$ cat config.mk
export PLATFORM = sky130hd
export DESIGN_NAME = key_debounce_flat
export DESIGN_NICKNAME = d
export VERILOG_FILES = /design/src/rtl/key_debounce_if.sv /design/src/rtl/key_debounce.sv /design/src/flat_wrapper.sv
export SDC_FILE = /design/constraint.sdc
export NUM_CORES = 1
export LEC_CHECK = 0
export CAP_MARGIN = 20
export CELL_PAD_IN_SITES_DETAIL_PLACEMENT = 1
export CELL_PAD_IN_SITES_GLOBAL_PLACEMENT = 1
export CORE_ASPECT_RATIO = 0.5
export CORE_MARGIN = 8
export CORE_UTILIZATION = 40
export CTS_BUF_LIST = sky130_fd_sc_hd__clkbuf_4 sky130_fd_sc_hd__clkbuf_8
export DETAILED_ROUTE_END_ITERATION = 8
export HOLD_SLACK_MARGIN = 0.12
export PLACE_DENSITY = 0.8
export SYNTH_ARGS = -nofsm -noshare
export SYNTH_HDL_FRONTEND = slang
export SYNTH_SLANG_ARGS = --single-unit
$ cat constraint.sdc
create_clock -name clk -period 8.9 [get_ports clk]
set_clock_uncertainty 0.05 [all_clocks]
set_input_delay 2.67 -clock clk [delete_from_list [all_inputs] [get_ports clk]]
set_output_delay 2.67 -clock clk [all_outputs]
set_load 0.01 [all_outputs]
$ cat src/rtl/key_debounce_if.sv
// Signal bundle between the key debouncer and user logic.
// The debouncer takes the slave side; the key pin driver and consumers take the master side.
interface key_debounce_if;
  logic       key_n;
  logic       key_state;
  logic       press_pulse;
  logic       release_pulse;
  logic       long_pulse;
  logic [7:0] press_cnt;

  modport master (
    output key_n,
    input  key_state,
    input  press_pulse,
    input  release_pulse,
    input  long_pulse,
    input  press_cnt
  );

  modport slave (
    input  key_n,
    output key_state,
    output press_pulse,
    output release_pulse,
    output long_pulse,
    output press_cnt
  );
endinterface

$ cat src/rtl/key_debounce.sv
// Debounced push-button front end: two-flop synchroniser, bounce filter FSM, strobes, press counter.
// Define KEY_LONG_PRESS_EN to build the long-press counter and long_pulse strobe.
module key_debounce #(
  parameter int unsigned DEBOUNCE_CYCLES = 1_000_000,
  parameter int unsigned LONG_CYCLES     = 50_000_000
) (
  input logic           clk,
  input logic           rst,
  key_debounce_if.slave kb
);

  localparam logic [1:0] IDLE       = 2'd0;
  localparam logic [1:0] PRESS_FILT = 2'd1;
  localparam logic [1:0] DOWN       = 2'd2;
  localparam logic [1:0] REL_FILT   = 2'd3;

  localparam logic [31:0] DEB_LAST = 32'(DEBOUNCE_CYCLES - 1);

  if (DEBOUNCE_CYCLES < 2) begin : g_bad_debounce
    $error("key_debounce: DEBOUNCE_CYCLES must be at least 2");
  end

  logic        sync_q1;
  logic        sync_q2;
  logic        key_sync;

  logic [1:0]  state_q;
  logic [1:0]  state_d;
  logic [31:0] deb_q;
  logic [31:0] deb_d;
  logic [31:0] deb_inc;
  logic        press_hit;
  logic        rel_hit;

  logic        key_state_q;
  logic        press_pulse_q;
  logic        release_pulse_q;
  logic [7:0]  press_cnt_q;

  always_ff @(posedge clk) begin
    if (!rst) begin
      sync_q1 <= 1'b0;
      sync_q2 <= 1'b0;
    end else begin
      sync_q1 <= ~kb.key_n;
      sync_q2 <= sync_q1;
    end
  end

  assign key_sync = sync_q2;

  // The sample that moves IDLE/DOWN into a filter state counts as the first
  // stable cycle, so acceptance happens once the incremented count hits the last value.
  always_comb begin
    state_d   = state_q;
    deb_d     = deb_q;
    deb_inc   = deb_q + 32'd1;
    press_hit = 1'b0;
    rel_hit   = 1'b0;
    case (state_q)
      IDLE: begin
        if (key_sync) begin
          state_d = PRESS_FILT;
          deb_d   = '0;
        end
      end
      PRESS_FILT: begin
        if (!key_sync) begin
          state_d = IDLE;
          deb_d   = '0;
        end else if (deb_inc == DEB_LAST) begin
          state_d   = DOWN;
          deb_d     = '0;
          press_hit = 1'b1;
        end else begin
          deb_d = deb_inc;
        end
      end
      DOWN: begin
        if (!key_sync) begin
          state_d = REL_FILT;
          deb_d   = '0;
        end
      end
      REL_FILT: begin
        if (key_sync) begin
          state_d = DOWN;
          deb_d   = '0;
        end else if (deb_inc == DEB_LAST) begin
          state_d = IDLE;
          deb_d   = '0;
          rel_hit = 1'b1;
        end else begin
          deb_d = deb_inc;
        end
      end
      default: begin
        state_d = IDLE;
        deb_d   = '0;
      end
    endcase
  end

  always_ff @(posedge clk) begin
    if (!rst) begin
      state_q         <= IDLE;
      deb_q           <= '0;
      key_state_q     <= 1'b0;
      press_pulse_q   <= 1'b0;
      release_pulse_q <= 1'b0;
      press_cnt_q     <= '0;
    end else begin
      state_q         <= state_d;
      deb_q           <= deb_d;
      press_pulse_q   <= press_hit;
      release_pulse_q <= rel_hit;
      if (press_hit) begin
        key_state_q <= 1'b1;
        press_cnt_q <= press_cnt_q + 8'd1;
      end else if (rel_hit) begin
        key_state_q <= 1'b0;
      end
    end
  end

  assign kb.key_state     = key_state_q;
  assign kb.press_pulse   = press_pulse_q;
  assign kb.release_pulse = release_pulse_q;
  assign kb.press_cnt     = press_cnt_q;

`ifdef KEY_LONG_PRESS_EN
  localparam logic [31:0] LONG_SAT  = 32'(LONG_CYCLES);
  localparam logic [31:0] LONG_LAST = 32'(LONG_CYCLES - 1);

  if (LONG_CYCLES <= DEBOUNCE_CYCLES) begin : g_bad_long
    $error("key_debounce: LONG_CYCLES must exceed DEBOUNCE_CYCLES");
  end

  logic [31:0] long_q;
  logic [31:0] long_d;
  logic        long_hit;
  logic        long_pulse_q;

  // Bouncing between DOWN and REL_FILT keeps the count running; only a fresh
  // press acceptance restarts it. A release accepted on the threshold cycle wins.
  always_comb begin
    long_d   = long_q;
    long_hit = 1'b0;
    if (press_hit) begin
      long_d = '0;
    end else if (state_q == DOWN || state_q == REL_FILT) begin
      if (long_q != LONG_SAT) begin
        long_d = long_q + 32'd1;
      end
      long_hit = (long_q != LONG_SAT) && (long_d == LONG_LAST) && !rel_hit;
    end
  end

  always_ff @(posedge clk) begin
    if (!rst) begin
      long_q       <= '0;
      long_pulse_q <= 1'b0;
    end else begin
      long_q       <= long_d;
      long_pulse_q <= long_hit;
    end
  end

  assign kb.long_pulse = long_pulse_q;
`else
  // LONG_CYCLES has no effect in this build.
  if (LONG_CYCLES == 0) begin : g_long_unused
  end

  assign kb.long_pulse = 1'b0;
`endif

endmodule

$ cat src/flat_wrapper.sv
// flat-port wrapper written by rule: the top's interface ports become plain ports
module key_debounce_flat 
#(
  parameter int unsigned DEBOUNCE_CYCLES = 1_000_000,
  parameter int unsigned LONG_CYCLES     = 50_000_000
)
  (clk, rst, kb_key_n, kb_key_state, kb_press_pulse, kb_release_pulse, kb_long_pulse, kb_press_cnt);
  key_debounce_if kb_i ();
  input logic clk;
  input logic rst;
  input wire logic [$bits(kb_i.key_n)-1:0] kb_key_n;
  output wire logic [$bits(kb_i.key_state)-1:0] kb_key_state;
  output wire logic [$bits(kb_i.press_pulse)-1:0] kb_press_pulse;
  output wire logic [$bits(kb_i.release_pulse)-1:0] kb_release_pulse;
  output wire logic [$bits(kb_i.long_pulse)-1:0] kb_long_pulse;
  output wire logic [$bits(kb_i.press_cnt)-1:0] kb_press_cnt;
  assign kb_i.key_n = kb_key_n;
  assign kb_key_state = kb_i.key_state;
  assign kb_press_pulse = kb_i.press_pulse;
  assign kb_release_pulse = kb_i.release_pulse;
  assign kb_long_pulse = kb_i.long_pulse;
  assign kb_press_cnt = kb_i.press_cnt;
  key_debounce #(.DEBOUNCE_CYCLES(DEBOUNCE_CYCLES), .LONG_CYCLES(LONG_CYCLES)) u_core (.clk(clk), .rst(rst), .kb(kb_i));
endmodule
Word level (Yosys, flattened, before mapping) --
Index checks and enable logic that the tools add are counted.
Word-level totals: register bits 47, latch bits 0, memory bits (writable) 0, bits in read-only memories 0, input port bits 3, memories kept 0
Operators by class: add/subtract/negate cells 2, multipliers 0, divide/modulo/power cells 0, order comparisons 0, equality and inequality tests 8, shift operators 0, multiplexer cells 20, bitwise logic cells 1, reductions and logical operators 4
Operators with widths (number):
- $mux 32 | 5
- $pmux 32 s4 | 1
- $add 32x1->32 const B | 1
- $eq 32x20->1 const B | 1
- $mux 2 | 6
- $add 8x1->8 const B | 1
- $pmux 2 s4 | 1
- $mux 1 | 7
- $eq 2x2->1 const B | 2
- $reduce_and 4->1 | 1
- $ne 3x1->1 const B | 1
- $ne 3x3->1 const B | 1
- $eq 2x1->1 const B | 1
- $logic_not 2->1 | 1
- $ne 2x1->1 const B | 1
- $ne 2x2->1 const B | 1
- $reduce_and 2->1 | 1
- $reduce_bool 2->1 | 1
- $not 1->1 | 1

Longest topological paths before layout --
depth in word-level cells 7, mapped depth 13, mapped depth without buffers 9

Worst setup path before layout --
No wires, ideal clock.
kind input to register, start point input rst, end point register u_core.deb_q[24], setup time 106 ps, arrival time 3658 ps, data required time 8744 ps, setup slack 5086 ps, stages on the path 5, path buffers 1, cells stage by stage inv_1 -> nor3_1 -> clkbuf_1 -> nand2_1 -> o311ai_0
RTL lines:
- start: declaration | RTL line flat_wrapper.sv:10 | input logic rst;
- end signal: assignment | RTL line key_debounce.sv:107 | deb_q <= '0;
- end signal: assignment | RTL line key_debounce.sv:114 | deb_q <= deb_d;
- end: declaration | RTL line key_debounce.sv:29 | logic [31:0] deb_q;

==> reports/qor.yml <==
outcome:
  status: "finished clean"
sta:
  slew-limit-headroom_pct: 41.8
  grt_setup_unrepaired: "no"
  final_max_slew_viol_count: 0
  hold_viol_final: 0
  setup_tns_ns: 0
  tightestPinTransition_ns: 0.865
  fin_crit_ns: 5.20
  post-route-period-util_pct: 58.4
  finalSetupViolCount: 0
  timing.fmax_mhz: 192
final_layout:
  mostFrequentLayoutCells: "47 x dfxtp_1, 37 x nand2_1, 33 x nand3_1, 33 x nor2_1, 17 x nand4_1"
  final_common_cell: "dfxtp_1"
  antenna_cells: 0
  nets: 396
  layout-drive-gt1-share_pct: 4.62
  final_cells: 486
  seqCellArea_um2: 941
  final.fill_count: 894
  multi_input_area_um2: 1940
  areaGrowthSynthToFinish_pct: 7.46
placement:
  post-dp-hpwl_um: 7010
  numPortBuffers: 13
  place.gp.congestion: 0.923
  dp_cells: 478
detailed_routing:
  drt-initial-drc-count: 241
  first_pass_iters: 5
  wl_um: 9570
  vias: 3150
  drc_errors: 0
  wl_per_cell_um: 19.7
  viasPerCell: 6.48
  drtAntennaViolNets: 0
clock_tree:
  cts_made_buffers: 5
  clockBufferDepth: 2
  ctsResizeCount: 0
  htree_levels: 2
  cts_setup_buffers: 0
  clk_latency_ns: 0.31
  cts_tree: "built"
  path_clk_slew_ns: 0.10
  postCtsHoldBufs: 0
  cts-root-buf: "clkbuf_8"
  numClockSinks: 47
pwr:
  power.density_nw_per_um2: 112
  leakagePower_nw: 1.04
  power.share.clock_pct: 38.6
  netSwitchingFraction_pct: 25.6
  pwr-share-comb_pct: 3.8
  p_seq_share_pct: 57.6
  intPower_w: 0.000274
  p_sw_w: 0.0000944
  irDropWorstVdd_v: 0.0000728
synthesis:
  seq_area_frac_synth_pct: 30.8
  async_reset_ff_share_pct: 0
  avgSynthCellArea_um2: 7.65
  synth_top_area_share_pct: 30.8
  synth_top_cell_by_area: "dfxtp_1"
  synth_nets: 406
  synthCells: 399
  synth_area_leaders: "dfxtp_1 31%, nand3_1 5.4%, nand2_1 4.6%"
  ys_seq_elements: 47
  synth-warning-count: 0
  synth.distinct_cells: 52
  ys.flop_type: "dfxtp_1"
  synth_edf_count: 0
  synthesis.area_um2: 3050
floorplan:
  start_util_pct: 41.5
  die_area_um2: 10800
  pin_count: 15
  rows: 22
  die_w_um: 140
  fp.dieH_um: 77.8
  core_um2: 7350
setup_path:
  cp-end-kind: "flip-flop"
  r2r_slack_ns: 4.50
  rr_startpoint: "u_core.deb_q[0]$_SDFFE_PN0P_"
  rr_endpoint: "u_core.deb_q[27]$_SDFFE_PN0P_"
  startpoint: "rst"
  crit_end: "u_core.deb_q[24]$_SDFFE_PN0P_"
  critPathRequiredTime_ns: 9.06
  r2r_cells: 10
  path_class: "in -> reg"
  crit_fanout: 21
  start_kind: "input pin"
  cp_data_arrival_time_ns: 5.36
global_routing:
  track_usage_pct: 17.6
  grt_pass1_wl_um: 15800
  grt_overflow_total: 0
  grt_max_degree: 22
  grt_pass1_vias: 3100
  antenna_found_initial: 0
worst_hold_path:
  min_path_type: "reg -> reg"
run:
  cap_violations: 0
[synthesized netlist by cell type (5+ instances only)]
cell type / instances
or4_1: 8
nand2_1: 37
dfxtp_1: 47
nor2_1: 33
and3_1: 11
nor4_1: 11
o31ai_1: 10
nor4b_1: 6
xnor2_1: 11
buf_4: 6
nor3_1: 13
inv_1: 9
xor2_1: 8
a21oi_1: 13
or3_1: 9
a221o_1: 6
mux2i_1: 5
nand4_1: 17
nand3_1: 33
o21ai_0: 13
clkbuf_1: 22
a21o_1: 5
[logic make-up after synthesis]
kind of cell / synth area share [%]
muxes: 1.64
AOI/OAI and AO/OA: 17.5
buffers and inverters: 5.94
DFF: 30.8
other: 0.123
and+or+nand+nor: 36.9
xor gates and xnor gates: 5.45
adders and majority gates: 1.64
[critical path, stage by stage]
cell	delay, ns
clkdlybuf4s50_1	1.02
inv_1	0.55
nor3_2	0.73
buf_6	0.24
nand2_1	0.06
o311ai_0	0.09
[per-layer routing]
| metal | vias to the layer above | global-route usage [%] | share of wire [%] | wire length [µm] |
|---|---|---|---|---|
| li1 | 1461 | - | - | - |
| met1 | 1567 | 23.9 | 49 | 4660 |
| met5 | - | 0 | 0 | 0 |
| met4 | 0 | 4.23 | 1.1 | 102 |
| met2 | 110 | 28.0 | 44 | 4230 |
| met3 | 12 | 3.48 | 6.1 | 583 |
[how the worst min path moves through the flow]
stage / cells past startpoint / to / start
2_1_floorplan: 1 / u_core.key_sync$_SDFF_PN0_ / u_core.sync_q1$_SDFF_PN0_
6_report: 1 / u_core.key_sync$_SDFF_PN0_ / u_core.sync_q1$_SDFF_PN0_
5_1_grt: 1 / u_core.key_sync$_SDFF_PN0_ / u_core.sync_q1$_SDFF_PN0_
3_5_place_dp: 1 / u_core.key_sync$_SDFF_PN0_ / u_core.sync_q1$_SDFF_PN0_
3_3_place_gp: 1 / u_core.key_sync$_SDFF_PN0_ / u_core.sync_q1$_SDFF_PN0_
4_1_cts: 1 / u_core.key_sync$_SDFF_PN0_ / u_core.sync_q1$_SDFF_PN0_
[sequential cells by signal, indices dropped and copies added, names as in the netlist, named ones only]
register,cells
u_core.sync_q1,1
u_core.kb.press_pulse,1
u_core.deb_q,32
u_core.kb.press_cnt,8
u_core.kb.release_pulse,1
u_core.key_sync,1
u_core.state_q,1
u_core.kb.key_state,1
[per-stage QoR]
stage	hold WS, ns	setup WS (ns)	instance area (µm²)	utilization, %	total power, W
after CTS	0.411	3.73	3280	44.6	0.000371
after detailed placement	0.386	3.41	3180	43.3	0.000231
after global placement	0.378	3.31	3170	43.2	0.000229
after global routing	0.438	3.58	3280	44.6	0.000383
after floorplan	0.362	5.09	3050	-	0.000225
final	0.400	3.70	3280	44.6	0.000368
[area by class of cell]
type,count,share of cell area (%)
Clock buffer,5,2.10
Sequential cell,47,28.7
Clock inverter,3,0.839
Timing Repair Buffer,15,4.54
Inverter,9,1.03
Tap cell,96,3.66
Multi-Input combinational cell,311,59.1
[power by group through the flow]
stage / logic, W / clock network (W) / registers, W
3_3_place_gp: 0.0000125 / 0 / 0.000217
3_5_place_dp: 0.0000139 / 0 / 0.000217
4_1_cts: 0.0000139 / 0.000145 / 0.000212
2_1_floorplan: 0.00000877 / 0 / 0.000217
5_1_grt: 0.0000154 / 0.000155 / 0.000212
6_report: 0.0000141 / 0.000142 / 0.000212
No activity file was read; power rests on OpenSTA's default activity.
